[src/rtl/hd_loader_pkg.sv]
// Shared state encoding and default widths for the HD-to-memory block loader.
package hd_loader_pkg;

  localparam int unsigned DefDataWidth    = 32;
  localparam int unsigned DefHdAddrWidth  = 12;
  localparam int unsigned DefMemAddrWidth = 10;
  localparam int unsigned DefLenWidth     = 8;

  typedef enum logic [1:0] {
    StIdle,
    StFetch,
    StStream,
    StDone
  } state_e;

endpackage

[src/rtl/hd_loader.sv]
// Copies a block of words from a synchronous-read HD array into a destination memory.
// Optional HD_LOADER_CHECKSUM_EN adds an XOR checksum of the words written.
module hd_loader
  import hd_loader_pkg::*;
#(
  parameter int unsigned DATA_WIDTH     = DefDataWidth,
  parameter int unsigned HD_ADDR_WIDTH  = DefHdAddrWidth,
  parameter int unsigned MEM_ADDR_WIDTH = DefMemAddrWidth,
  parameter int unsigned LEN_WIDTH      = DefLenWidth
) (
  input  logic                      clk,
  input  logic                      reset,
  input  logic                      start,
  input  logic                      abort,
  input  logic [HD_ADDR_WIDTH-1:0]  src_base,
  input  logic [MEM_ADDR_WIDTH-1:0] dst_base,
  input  logic [LEN_WIDTH-1:0]      length,
  input  logic [DATA_WIDTH-1:0]     hd_q,
  output logic [HD_ADDR_WIDTH-1:0]  hd_addr,
  output logic                      hd_we,
  output logic [MEM_ADDR_WIDTH-1:0] mem_addr,
  output logic [DATA_WIDTH-1:0]     mem_data,
  output logic                      mem_we,
  output logic                      busy,
  output logic                      done,
`ifdef HD_LOADER_CHECKSUM_EN
  output logic [DATA_WIDTH-1:0]     checksum,
`endif
  output logic [LEN_WIDTH-1:0]      words_copied
);

  state_e                    state_q, state_d;
  logic [HD_ADDR_WIDTH-1:0]  src_q, src_d;
  logic [MEM_ADDR_WIDTH-1:0] dst_q, dst_d;
  logic [LEN_WIDTH-1:0]      len_q, len_d;
  logic [LEN_WIDTH-1:0]      wc_q, wc_d;
  logic                      accept;

  assign hd_we        = 1'b0;
  assign words_copied = wc_q;

  always_ff @(posedge clk or posedge reset) begin
    if (reset) begin
      state_q <= StIdle;
      src_q   <= '0;
      dst_q   <= '0;
      len_q   <= '0;
      wc_q    <= '0;
    end else begin
      state_q <= state_d;
      src_q   <= src_d;
      dst_q   <= dst_d;
      len_q   <= len_d;
      wc_q    <= wc_d;
    end
  end

  always_comb begin
    state_d  = state_q;
    src_d    = src_q;
    dst_d    = dst_q;
    len_d    = len_q;
    wc_d     = wc_q;
    accept   = 1'b0;
    hd_addr  = '0;
    mem_addr = '0;
    mem_data = '0;
    mem_we   = 1'b0;
    busy     = 1'b1;
    done     = 1'b0;
    unique case (state_q)
      StIdle: begin
        busy = 1'b0;
        if (start) begin
          accept  = 1'b1;
          src_d   = src_base;
          dst_d   = dst_base;
          len_d   = length;
          wc_d    = '0;
          state_d = (length != '0) ? StFetch : StDone;
        end
      end
      StFetch: begin
        hd_addr = src_q;
        state_d = abort ? StDone : StStream;
      end
      StStream: begin
        // The word counter doubles as the stream index i.
        if (abort) begin
          state_d = StDone;
        end else begin
          mem_we   = 1'b1;
          mem_addr = dst_q + MEM_ADDR_WIDTH'(wc_q);
          mem_data = hd_q;
          hd_addr  = src_q + HD_ADDR_WIDTH'(wc_q) + HD_ADDR_WIDTH'(1);
          wc_d     = wc_q + LEN_WIDTH'(1);
          if (wc_q == len_q - LEN_WIDTH'(1)) state_d = StDone;
        end
      end
      StDone: begin
        done    = 1'b1;
        state_d = StIdle;
      end
      default: state_d = StIdle;
    endcase
  end

`ifdef HD_LOADER_CHECKSUM_EN
  logic [DATA_WIDTH-1:0] csum_q;

  always_ff @(posedge clk or posedge reset) begin
    if (reset) begin
      csum_q <= '0;
    end else if (accept) begin
      csum_q <= '0;
    end else if (mem_we) begin
      csum_q <= csum_q ^ mem_data;
    end
  end

  assign checksum = csum_q;
`endif

endmodule

[config.mk]
export PLATFORM = sky130hd
export DESIGN_NAME = hd_loader
export DESIGN_NICKNAME = d
export VERILOG_FILES = /design/src/rtl/hd_loader_pkg.sv /design/src/rtl/hd_loader.sv
export SDC_FILE = /design/constraint.sdc
export NUM_CORES = 1
export LEC_CHECK = 0
export BUFFER_PORTS_ARGS = -buffer_cell sky130_fd_sc_hd__buf_2
export CAP_MARGIN = 20
export CORE_MARGIN = 2
export CORE_UTILIZATION = 49
export CTS_CLUSTER_DIAMETER = 60
export DETAILED_ROUTE_END_ITERATION = 16
export GPL_TIMING_DRIVEN = 0
export PLACE_DENSITY = 0.81
export REMOVE_ABC_BUFFERS = 1
export SYNTH_ARGS = -nofsm -noshare
export SYNTH_HDL_FRONTEND = slang
export SYNTH_SLANG_ARGS = --single-unit
[constraint.sdc]
create_clock -name clk -period 2.8 [get_ports clk]
set_input_delay 0.56 -clock clk [delete_from_list [all_inputs] [get_ports clk]]
set_output_delay 0.56 -clock clk [all_outputs]
set_load 0.03 [all_outputs]
After elaboration in Yosys (flattened, before gate mapping)
Cells that the tools add are included.
{"block": "word_totals", "ff_bits": 40, "latch_bits": 0, "mem_bits_rw": 0, "rom_bits": 0, "in_bits": 66, "output_inout_bits": 66, "elab_cells": 42, "mem_count": 0}
{"block": "classes", "addsub": 5, "n_mul": 0, "div_mod_pow": 0, "magnitude_cmp": 0, "n_eq_ne": 7, "shift": 0, "muxes": 19, "bitwise": 0, "n_reduce_logical": 6}
{"operator": "2-to-1 mux 32 bit", "count": 2}
{"operator": "one-hot mux 12 bit (2 select lines)", "count": 1}
{"operator": "2-to-1 mux 10 bit", "count": 2}
{"operator": "2-to-1 mux 8 bit", "count": 2}
{"operator": "one-hot mux 8 bit (2 select lines)", "count": 1}
{"operator": "adder 12 x 1 -> 12 bit (second input constant)", "count": 1}
{"operator": "adder 12 x 8 -> 12 bit", "count": 1}
{"operator": "2-to-1 mux 12 bit", "count": 1}
{"operator": "adder 10 x 8 -> 10 bit", "count": 1}
{"operator": "adder 8 x 1 -> 8 bit (second input constant)", "count": 1}
{"operator": "equality test 8 bit", "count": 1}
{"operator": "2-to-1 mux 2 bit", "count": 4}
{"operator": "one-hot mux 2 bit (4 select lines)", "count": 1}
{"operator": "nonzero test 8 bit", "count": 1}
{"operator": "subtractor 8 x 1 -> 8 bit (second input constant)", "count": 1}
{"operator": "2-to-1 mux 1 bit", "count": 5}
{"operator": "equality test 2 bit (second input constant)", "count": 2}
{"operator": "!= test 2 bit (second input constant)", "count": 2}
{"operator": "AND reduction 2 bit", "count": 2}
{"operator": "!= test 3 bit (second input constant)", "count": 1}
{"operator": "AND reduction 3 bit", "count": 1}
{"operator": "equality test 2 x 1 -> 1 bit (second input constant)", "count": 1}
{"operator": "logical NOT 2 bit", "count": 1}
{"operator": "nonzero test 2 bit", "count": 1}

Depth between registers and ports, before layout
{"block": "logic_depth", "depth_word": 5, "ltp_mapped": 10, "depth_no_buf": 9}

Least setup slack after synthesis
OpenSTA, ideal clock, no wires.
{"block": "synth_timing", "path_kind": "register -> output", "startpoint": "register wc_q[0] (netlist: words_copied[0])", "endpoint": "output mem_addr[6]", "arrival_ns": 2.584, "required_ns": 2.240, "slack_ns": -0.344, "stages_incl_launch_ff": 10, "path_buffers": 0, "path_cell_list": "dfrtp_1 ha_1 inv_1 fa_1 nor2b_1 o21ai_0 a21boi_0 o21a_1 nor3_1 nor3_1"}
{"block": "synth_via", "elab_chain_len": 3}
{"element": "start: declaration", "line_no": "hd_loader.sv:36", "rtl": "logic [LEN_WIDTH-1:0] wc_q, wc_d;"}
{"element": "start signal: assignment", "line_no": "hd_loader.sv:54", "rtl": "wc_q <= wc_d;"}
{"element": "adder 10 x 8 -> 10 bit", "line_no": "hd_loader.sv:93", "rtl": "mem_addr = dst_q + MEM_ADDR_WIDTH'(wc_q);"}
{"element": "2-to-1 mux 10 bit", "line_no": "hd_loader.sv:89", "rtl": "if (abort) begin"}
{"element": "2-to-1 mux 10 bit", "line_no": "hd_loader.sv:71", "rtl": "unique case (state_q)"}
{"element": "end: declaration", "line_no": "hd_loader.sv:21", "rtl": "output logic [MEM_ADDR_WIDTH-1:0] mem_addr,"}
No other way between the ends.

Worst setup path in the final report
{"block": "layout_timing", "startpoint": "register wc_q[0] (netlist: words_copied[0])", "endpoint": "output hd_addr[10]"}
{"block": "layout_via", "elab_chain_len": 4}
{"element": "adder 12 x 8 -> 12 bit", "line_no": "hd_loader.sv:95", "rtl": "hd_addr = src_q + HD_ADDR_WIDTH'(wc_q) + HD_ADDR_WIDTH'(1);"}
{"element": "adder 12 x 1 -> 12 bit", "line_no": "hd_loader.sv:95"}
{"element": "2-to-1 mux 12 bit", "line_no": "hd_loader.sv:89"}
{"element": "one-hot mux 12 bit (2 select lines)", "line_no": "hd_loader.sv:71"}
{"element": "end: declaration", "line_no": "hd_loader.sv:19", "rtl": "output logic [HD_ADDR_WIDTH-1:0] hd_addr,"}
No other way between the ends.

==> flow_summary_export.csv <==
group,metric,value,unit
detailed_routing,drt_pre_antenna_iters,4,
setup_path,startpoint,"words_copied[0]",
floorplanning,chipHeight,84.8,microns
detailed_routing,final_antenna_net_count,0,
detailed_routing,wl_met1,3710,microns
setup_path,required,2.24,ns
power_and_ir_drop,power_density,1050,mW/mm^2
placed_design,post-place-cells,544,
logic_synthesis,synth-warning-count,0,
grt,antenna_found_initial,0,
detailed_routing,highest-signal-layer,"met4",
detailed_routing,initialDrtViolationCount,171,
clock_tree,cts.root.buffer_cell,"clkbuf_8",
setup_path,critical_path.max_stage_delay,0.43,ns
sta,timing.fmax,0.331,GHz
final_layout,num-fill-cells,425,
final_layout,register_area,0.00101,sq mm
setup_path,critical_path_depth,10,
detailed_routing,routedWlPerCell,16.9,microns
setup_path,timing.critical_path.max_delay_family,"compound AO/OA/AOI/OAI gates",
clock_tree,clk_pin_slew,0.08,ns
logic_synthesis,synth_flop_cell,"dfrtp_1",
logic_synthesis,synth_area,0.00320,sq mm
power_and_ir_drop,vdd.ir_drop.worst,0.000519,V
clock_tree,clockBufferDepth,2,
setup_path,slack_of_the_worst_reg_to_reg_path,0.50,ns
clock_tree,clkLatencyLatePin,0.30,ns
floorplanning,core-area,0.00635,sq mm
sta,final_max_slew_viol_count,0,
grt,grt_first_pass_wirelength,14800,microns
setup_path,r2r_end,"words_copied[7]",
logic_synthesis,synth-seq-cells,40,
power_and_ir_drop,cellLeakagePower,2.23,nW
run_status,run_status,"finished with violations",
placed_design,gp_congestion,0.903,
placed_design,io_buffer_count,130,
logic_synthesis,post-synth-top-count-cell,"dfrtp_1",
hold_path,hold_class,"primary input to asynchronous set/reset pin",
final_layout,final_layout_size_suffix_gt1_share,49.0,%
detailed_routing,num_vias,3285,
setup_path,critical_path_peak_fanout,4,
run_status,failing_checks,"negative setup slack",
clock_tree,cts-buffers-inserted,5,
grt,number_of_global_route_vias_before_repair,3195,
setup_path,reg2reg_launch_point,"state_q[1]",
detailed_routing,drc_errors,0,
detailed_routing,dr_wl_met2,4970,microns
sta,finalWorstPathRequiredPeriod,3.03,ns
logic_synthesis,synth_cells,352,
logic_synthesis,synth-edff-count,0,
final_layout,layout.nets,590,
logic_synthesis,synthArstFlopShare,100,%
sta,max_slew.worst_pin.slew,0.853,ns
logic_synthesis,synthDominantCellAreaShare,31.3,%
setup_path,timing.critical_path.arrival,2.47,ns
setup_path,cp_slowest_cell,"dfrtp_2",
clock_tree,cts-hold-fix-buffers,0,
sta,report.final.setup_viol,10,
power_and_ir_drop,post-layout-total-power,4.76,mW
run,maxCapViolations,0,
sta,postLayoutSetupSlackWorst,-0.225,ns
sta,clock_skew,0.00783,ns
setup_path,crit_chain,"inv_2, ha_4, fa_2, nor2b_2, o21ai_2, a21o_1, a21oi_4, a41oi_2, a31oi_1, buf_4",
setup_path,critical_path.n_buffers_inverters,2,
setup_path,worstRegToRegCells,8,
clock_tree,cts_sinks,40,
final_layout,final_core_util,71.4,%
detailed_routing,route.met3.wl,715,microns
final_layout,diodes,0,
clock_tree,clock_tree_from_tritoncts,"done",
sta,rsz_0062_raised_after_global_routing,"true",
grt,grt.total_usage,25.7,%
floorplanning,initial_core_util,50.4,%
floorplanning,die_width,84.8,microns
grt,grt_overflow,0,
final_layout,multi_input_area,0.00228,sq mm
setup_path,crit_type,"flip-flop to output pin",
final_layout,fin_cells,577,
logic_synthesis,yosysUniqueCellTypes,55,
setup_path,worstSetupEndpointType,"output pin",
detailed_routing,via_per_inst,5.69,
logic_synthesis,ys_seq_area_share,31.3,%
setup_path,critPathLaunchType,"flip-flop",
floorplanning,area_enclosed_by_the_die_boundary,0.00719,sq mm
logic_synthesis,yosys-top-cells-count,"dfrtp_1 (40), and2_1 (35), mux2_2 (30)",
grt,grt_start_max_net_pins,41,
logic_synthesis,syn_area_per_cell,9.09,sq um
sta,portion_of_the_clock_cycle_consumed_by_the_worst_path_in_the_final_layout,108,%
logic_synthesis,synth_area_leaders,"dfrtp_1 (31%), mux2_2 (11%), ha_1 (9.0%), and2_1 (6.8%), xnor2_1 (3.0%)",
floorplanning,ioPinCount,132,
sta,slew_headroom,43.1,%
final_layout,area_delta_synth_final,41.6,%
placed_design,place.detailed.hpwl,6290,microns
floorplanning,rows,29,
logic_synthesis,yosys.area.top_type,"dfrtp_1",
setup_path,capture_point_of_the_critical_path,"hd_addr[10]",
clock_tree,deepest_level_of_the_cts_h_tree,2,
detailed_routing,wl,9740,microns
sta,finalHoldViolCount,0,
-- kinds of logic after synthesis --
logic type,after synthesis,share of synthesized area [%]
simple gates,124,21.0
flops,40,31.3
mux,34,12.0
compound gates,75,15.9
xor+xnor,18,4.93
other cells,1,0.117
fa+ha+maj,25,10.2
buf+inv,35,4.61
-- final cells by class --
type	count	area share, %
Timing Repair inverter	2	0.276
Tap cell	77	2.13
Timing Repair Buffer	154	19.8
Sequential cell	40	22.3
Inverter	19	1.66
Clock buffer	5	1.52
Multi-Input combinational cell	277	50.3
Clock inverter	3	1.99
-- layer usage --
layer	vias to the layer above	track usage [%]
met5	-	0
met4	0	11.7
met3	29	5.35
met2	180	47.0
met1	1537	28.7
li1	1539	-
-- flip-flops by register name, indices dropped and copies added (netlist names) --
name          cells
dst_q            10
len_q             8
state_q           2
words_copied      8
src_q            12
-- worst min path at each step --
stage | endpoint | slack (ns) | cells past startpoint
finish | dst_q[4] | 0.42 | 2
global route | dst_q[7] | 0.48 | 2
detailed placement | dst_q[0] | 0.50 | 1
floorplan | dst_q[0] | 0.48 | 1
CTS | dst_q[4] | 0.45 | 2
global placement | dst_q[5] | 0.49 | 1
-- stage by stage --
stage | hold WS (ns) | setup slack, ns | setup TNS (ns) | cell area, sq um
after floorplan | 0.484 | -0.585 | -3.51 | 3120
after global placement | 0.493 | -0.711 | -8.64 | 3870
after detailed placement | 0.505 | -0.808 | -12.01 | 3900
after CTS | 0.454 | -0.234 | -1.04 | 4350
after global routing | 0.481 | -0.313 | -2.45 | 4530
final | 0.425 | -0.225 | -1.38 | 4530
-- power by group --
| part | switching (mW) | internal [mW] |
|---|---|---|
| combinational | 1.60 | 1.32 |
| sequential | 0.339 | 0.841 |
| clock | 0.214 | 0.446 |
-- cells in the final DEF, fill, tap and decap left out, types with 3 or more instances in the layout --
cell type    n
buf_2      117
inv_1       14
bufinv_16    3
a22oi_1      3
mux2_2      30
dfrtp_1     32
nor3_1       9
nor2_1      25
ha_4         7
o21a_1       5
dfrtp_2      8
buf_4       31
xor2_1       7
ha_1        16
o21ai_0     12
inv_2        4
a21o_1       4
and2_1      35
nand4_1      4
buf_6        4
xnor2_1     10
nand2_1     16
clkbuf_8     5
nand2b_1     6
a21oi_1      9
o21ai_1      6
nor2b_1      3
o211ai_1     3
nand3_1      5
nor3_2       3
mux2i_1      3
or3_1        4
a21oi_2      3
a211oi_1     4
-- timing repair --
action | CTS | global route
setup endpoints to repair | 50 | 13
resized for setup | 53 | 27
setup buffers | 14 | 9
cloned | 2 | 0
pin swaps | 22 | 21
endpoints found under the hold margin | 0 | 0
No activity file was read; power rests on OpenSTA's default activity.
